File: src/rtl/tmip_action_ctrl_pkg.sv
// tmip_action_ctrl_pkg: action codes, FSM states, queue depth, legal sizes and the size-update rule
package tmip_action_ctrl_pkg;
  localparam int QDEPTH = 16;
  localparam logic [4:0] SZ_MIN = 5'd4;
  localparam logic [4:0] SZ_MID = 5'd8;
  localparam logic [4:0] SZ_MAX = 5'd16;
  localparam logic [2:0] ACT_CORR = 3'd0;
  localparam logic [2:0] ACT_MAXPOOL = 3'd1;
  localparam logic [2:0] ACT_HFLIP = 3'd2;
  localparam logic [2:0] ACT_VFLIP = 3'd3;
  localparam logic [2:0] ACT_LDIAG = 3'd4;
  localparam logic [2:0] ACT_RDIAG = 3'd5;
  localparam logic [2:0] ACT_ZOOM = 3'd6;
  localparam logic [2:0] ACT_SHORT = 3'd7;
  typedef enum logic [2:0] {IDLE, COLLECT, ISSUE, WAIT, FINISH} state_t;
  function automatic logic is_flip(input logic [2:0] a);
    return a >= ACT_HFLIP && a <= ACT_RDIAG;
  endfunction
  function automatic logic [4:0] next_size(input logic [2:0] a, input logic [4:0] s);
    return (a == ACT_MAXPOOL || a == ACT_SHORT) ? (s > SZ_MIN ? s >> 1 : s) :
           a == ACT_ZOOM ? (s < SZ_MAX ? s << 1 : s) : s;
  endfunction
endpackage

File: src/rtl/tmip_act_queue.sv
// tmip_act_queue: 16+1 entry action queue; ports clk/rst/clr, push/pop/pop_tail with din, head/tail/full/empty
module tmip_act_queue
  import tmip_action_ctrl_pkg::*;
(
  input  logic       clk,
  input  logic       rst,
  input  logic       clr,
  input  logic       push,
  input  logic       pop,
  input  logic       pop_tail,
  input  logic [2:0] din,
  output logic [2:0] head,
  output logic [2:0] tail,
  output logic       full,
  output logic       empty
);
  logic [2:0] mem [QDEPTH+1];
  logic [4:0] rd, wr, cnt;
  assign cnt = wr - rd;
  assign empty = cnt == 5'd0;
  assign full = cnt >= 5'(QDEPTH);
  assign head = empty ? 3'd0 : mem[rd];
  assign tail = empty ? 3'd0 : mem[wr - 5'd1];
  always_ff @(posedge clk) begin
    if (rst || clr) begin
      rd <= '0;
      wr <= '0;
    end else begin
      if (push) begin
        mem[wr] <= din;
        wr <= wr + 5'd1;
      end else if (pop_tail) wr <= wr - 5'd1;
      if (pop) rd <= rd + 5'd1;
    end
  end
endmodule

File: src/rtl/tmip_action_ctrl.sv
// tmip_action_ctrl: collects image actions, cancels flip pairs, issues them to the datapath (op_*), reports busy/seq_done/final_size/ovf
module tmip_action_ctrl
  import tmip_action_ctrl_pkg::*;
(
  input  logic       clk,
  input  logic       rst,
  input  logic       size_valid,
  input  logic [4:0] img_size,
  input  logic       in_valid_2,
  input  logic [2:0] action,
  output logic       op_start,
  output logic [2:0] op_code,
  output logic [4:0] op_size,
  input  logic       op_done,
  output logic       busy,
  output logic       seq_done,
  output logic [4:0] final_size,
  output logic       ovf
);
  state_t state, next;
  logic [4:0] cur_size;
  logic push, pop, pop_tail, drop, full, empty;
  logic [2:0] head, tail;
  tmip_act_queue u_queue (
    .clk(clk), .rst(rst), .clr(seq_done), .push(push), .pop(pop), .pop_tail(pop_tail),
    .din(action), .head(head), .tail(tail), .full(full), .empty(empty)
  );
  assign op_start = state == ISSUE;
  assign op_code = op_start ? head : 3'd0;
  assign op_size = op_start ? cur_size : 5'd0;
  assign busy = state != IDLE;
  assign seq_done = state == FINISH;
  always_ff @(posedge clk) begin
    if (rst) state <= IDLE;
    else state <= next;
  end
  always_comb begin
    next = state;
    push = 1'b0;
    pop = 1'b0;
    pop_tail = 1'b0;
    drop = 1'b0;
    case (state)
      IDLE: next = size_valid ? COLLECT : IDLE;
      COLLECT:
        if (in_valid_2) begin
          // the correlate always fits: it owns the reserved 17th slot
          if (action == ACT_CORR) begin
            push = 1'b1;
            next = ISSUE;
          end else if (is_flip(action) && !empty && tail == action) pop_tail = 1'b1;
          else if (full) drop = 1'b1;
          else push = 1'b1;
        end
      ISSUE: next = WAIT;
      WAIT:
        if (op_done) begin
          pop = 1'b1;
          next = head == ACT_CORR ? FINISH : ISSUE;
        end
      FINISH: next = IDLE;
      default: next = IDLE;
    endcase
  end
  always_ff @(posedge clk) begin
    if (rst) begin
      cur_size <= '0;
      final_size <= '0;
      ovf <= 1'b0;
    end else begin
      if (state == IDLE && size_valid) begin
        cur_size <= img_size;
        ovf <= 1'b0;
      end
      if (drop) ovf <= 1'b1;
      if (state == WAIT && op_done) begin
        cur_size <= next_size(head, cur_size);
        if (head == ACT_CORR) final_size <= cur_size;
      end
    end
  end
endmodule

File: config.mk
export PLATFORM = sky130hd
export DESIGN_NAME = tmip_action_ctrl
export DESIGN_NICKNAME = d
export VERILOG_FILES = /design/src/rtl/tmip_action_ctrl_pkg.sv /design/src/rtl/tmip_act_queue.sv /design/src/rtl/tmip_action_ctrl.sv
export SDC_FILE = /design/constraint.sdc
export NUM_CORES = 1
export LEC_CHECK = 0
export CAP_MARGIN = 40
export CORE_MARGIN = 2
export CORE_UTILIZATION = 38
export CTS_CLUSTER_SIZE = 14
export DETAILED_ROUTE_END_ITERATION = 16
export SYNTH_ARGS = -nofsm -noshare
export SYNTH_HDL_FRONTEND = slang
export SYNTH_HIERARCHICAL = 1
export SYNTH_SLANG_ARGS = --single-unit
File: constraint.sdc
create_clock -name clk -period 3.9 [get_ports clk]
set_input_delay 0.78 -clock clk [delete_from_list [all_inputs] [get_ports clk]]
set_output_delay 0.78 -clock clk [all_outputs]
set_load 0.005 [all_outputs]
==> impl_metrics.tcl, run 1 <==
set metrics [dict create \
    status "finished, final reports clean" \
    vias 3000 \
    clkPwrFrac_pct 39.9 \
    cts_tree "built" \
    clock_latency_ns 0.35 \
    fin_skew_ns 0.0125 \
    worstMarginPinSlew_ns 0.821 \
    drc_errors 0 \
    place_hpwl_um 7710 \
    leakage_nw 1.79 \
    clk_pin_slew_ns 0.07 \
    critPathMaxStageDelay_ns 0.46 \
    synth-main-ff-cell "edfxtp_1" \
    placedCellCount 526 \
    cts-root-buf "clkbuf_16" \
    io_buffers 29 \
    rrSetupSlack_ns 0.24 \
    power_density_nw_per_um2 406 \
    cts_buffer_depth 2 \
    num-nets-final 417 \
    cts-hold-fix-buffers 0 \
    async_reset_ff_share_pct 0 \
    synth_fp_nets 377 \
    worstSetupPathType "reg -> reg" \
    syn-instance-count 354 \
    max_freq_mhz 273 \
    worstPathRequired_ns 3.93 \
    ys_ff_latch 80 \
    post-route-period-util_pct 93.9 \
    drv_cap 0 \
    grt_use_total_pct 17.1 \
    crit_path_top_delay_cell "ha_1" \
    p_seq_share_pct 44.6 \
    startpoint_type "flop" \
    design.core.area_um2 11400 \
    grt_pass1_wl_um 16300 \
    drive_gt1_share_pct 19.8 \
    grt_setup_unrepaired "no" \
    cp_max_fo 8 \
    final_cell_mix "edfxtp_1 (51), nor2_1 (43), clkdlybuf4s50_1 (29)" \
    antenna_left 0 \
    drt_wl_total_um 10200 \
    die_area_um2 12500 \
    yosysSeqAreaShare_pct 47.9 \
    cp-startpoint "u_queue/wr[1]$_SDFFE_PP0P_" \
    die_w_um 112 \
    post_cts_buffers 0 \
    cts_resized 0 \
    overflow 0 \
    r2r-start "u_queue/wr[1]$_SDFFE_PP0P_" \
    grt_start_max_net_pins 18 \
    min_period_ns 3.66 \
    final_common_cell "edfxtp_1" \
    hold_path.class "reg -> reg" \
    cp_data_arrival_time_ns 3.69 \
    slew_headroom_pct 45.1 \
    initial_core_util_pct 38.8 \
    combPwrFrac_pct 15.5 \
    utilization_pct 45.5 \
    critical_path.top_delay_family "compound AO/OA/AOI/OAI gates" \
    synth_top_area_share_pct 34.7 \
    switchingPower_mw 0.531 \
    netlist-cell-type-count 64 \
    syn_avg_cell_area_um2 12.5 \
    worstHoldStart "final_size[3]$_SDFFE_PP0P_" \
    netlist_area_um2 4410 \
    setup_viol 0 \
    synthTopCellsByArea "edfxtp_1 (35%), dfxtp_1 (13%), mux4_2 (7.7%)" \
    antenna_found_initial 0 \
    yosys.area.top_type "edfxtp_1" \
    synth_enable_flop_cells 51 \
    area_growth_pct 17.5 \
    cts.sinks 80 \
    path_cells "inv_1 > ha_1 > mux4_2 > mux2_2 > a22oi_1 > a21oi_1 > nor4bb_1 > o211ai_1 > nand2b_1 > a21oi_1 > nand3_1 > nor2_1" \
    rows 39 \
    drt-wirelength-per-cell_um 18.9 \
    worst_path_most_repeated_cell "a21oi_1" \
    cp.buffers_inverters 1 \
    internal_power_mw 1.57 \
    cts_buffers 9 \
    globalplace.congestion 0.816 \
    p_sw_share_pct 25.2 \
    h-tree-depth 3 \
    peakVddDrop_v 0.000242 \
    hold_viol_final 0 \
    die_h_um 112 \
    diodes 0 \
    first_pass_iters 4 \
    final_max_slew_viol_count 0 \
    critPathCaptureType "flop" \
    stdcell_count 542 \
    drtIter0Drc 181 \
    io-pin-count 30 \
    viasPerCell 5.54 \
    grt_pass1_vias 3059 \
    fillers 1048 \
    final.setup.tns_ns 0 \
    ys_warn_count 6 \
]
==> per-layer routing <==
metal	global-route usage [%]	routed length, um	vias to the layer above
li1	-	-	1419
met1	20.9	4400	1486
met2	28.8	5150	76
met3	4.68	476	19
met4	6.67	221	0
met5	0	0	-
==> tightest hold or removal path, stage by stage, from the launching register on <==
cell	delay, ns
dfxtp_1	0.33
mux2i_1	0.07
nor2_1	0.07
==> sequential cells by signal, indices dropped and copies added (netlist names), named ones only <==
name and cells:
u_queue/wr 5, u_queue/rd 5, u_queue/mem 51, state 3, cur_size 5, ovf 1, final_size 5
==> cell families after synthesis <==
logic type / Yosys count / synth area share, %
flip-flops: 80 / 47.9
AND/OR/NAND/NOR: 123 / 15.2
adder cells (fa/ha/maj): 10 / 2.84
multiplexers: 46 / 18.8
AO/OA/AOI/OAI: 49 / 7.72
XOR/XNOR: 16 / 3.52
buffers and inverters: 30 / 4.06
==> metrics by stage <==
step	setup WS [ns]	total power [mW]	hold slack (ns)	area, um2
2_1_floorplan	0.0511	1.18	0.477	4410
3_3_place_gp	0.337	1.28	0.475	4880
3_5_place_dp	0.266	1.28	0.484	4880
4_1_cts	0.0426	2.13	0.500	5170
5_1_grt	0.0278	2.19	0.524	5180
6_report	0.237	2.10	0.499	5180
==> cell type report <==
| type | count | area [um2] | share of cell area (%) |
|---|---|---|---|
| multi-input cells | 244 | 2120 | 41.0 |
| flip-flops and latches | 80 | 2110 | 40.8 |
| repair buffers | 46 | 418 | 8.07 |
| clock buffers | 10 | 229 | 4.42 |
| well taps | 143 | 179 | 3.45 |
| clock inverters | 6 | 66.3 | 1.28 |
| inverters | 13 | 48.8 | 0.942 |
==> path summary, 6_finish.rpt <==
path | to | cells past startpoint
setup / recovery | u_queue/mem[12][0]$_DFFE_PP_ | 12
hold reg to reg | final_size[3]$_SDFFE_PP0P_ | 2
setup reg to reg | u_queue/mem[12][0]$_DFFE_PP_ | 12
hold / removal | final_size[3]$_SDFFE_PP0P_ | 2
==> synthesized netlist by cell type, types with 2 or more instances <==
master and n:
nand3b_1 3, mux2_2 3, or3_1 2, nor4bb_1 2, or2_2 5, a211oi_1 2
buf_4 2, nand3_1 11, nor3_1 7, xnor2_1 10, nor2_1 45, or3b_2 2
mux2_4 3, and2b_2 3, nor3b_1 3, dfxtp_1 29, clkbuf_1 5, xor2_1 4
inv_1 13, and2_1 9, buf_2 3, a31oi_1 4, mux4_1 10, a2111oi_0 2
nand2_1 11, o21ai_0 10, buf_6 2, a21oi_1 13, edfxtp_1 51, ha_1 10
a22oi_1 4, clkbuf_8 2, mux2i_1 15, mux4_2 15, nor2b_1 6, nand2b_1 3
nand4_1 2, o211ai_1 2
==> power groups by stage <==
| stage | clock network (mW) | registers, mW | logic [mW] |
|---|---|---|---|
| finish | 0.840 | 0.938 | 0.327 |
| global route | 0.897 | 0.941 | 0.356 |
| CTS | 0.860 | 0.937 | 0.327 |
| detailed placement | 0 | 0.956 | 0.326 |
| global placement | 0 | 0.956 | 0.322 |
| floorplan | 0 | 0.946 | 0.235 |
Power figures use the tool's default switching activity.
==> run 2, diff against run 1 <==
--- a/config.mk
+++ b/config.mk
@@ -5,6 +5,7 @@
 export SDC_FILE = /design/constraint.sdc
 export NUM_CORES = 1
 export LEC_CHECK = 0
+export ABC_CLOCK_PERIOD_IN_PS = 3900
 export CAP_MARGIN = 40
 export CORE_MARGIN = 2
 export CORE_UTILIZATION = 38
==> results of run 2 <==
No change in the layout: final DEF, timing and power equal those of run 1.
==> run 3, diff against run 2 <==
--- a/config.mk
+++ b/config.mk
@@ -11,6 +11,7 @@
 export CORE_UTILIZATION = 38
 export CTS_CLUSTER_SIZE = 14
 export DETAILED_ROUTE_END_ITERATION = 16
+export GPL_ROUTABILITY_DRIVEN = 0
 export SYNTH_ARGS = -nofsm -noshare
 export SYNTH_HDL_FRONTEND = slang
 export SYNTH_HIERARCHICAL = 1
==> results of run 3 <==
No change in the layout: final DEF, timing and power equal those of run 1.
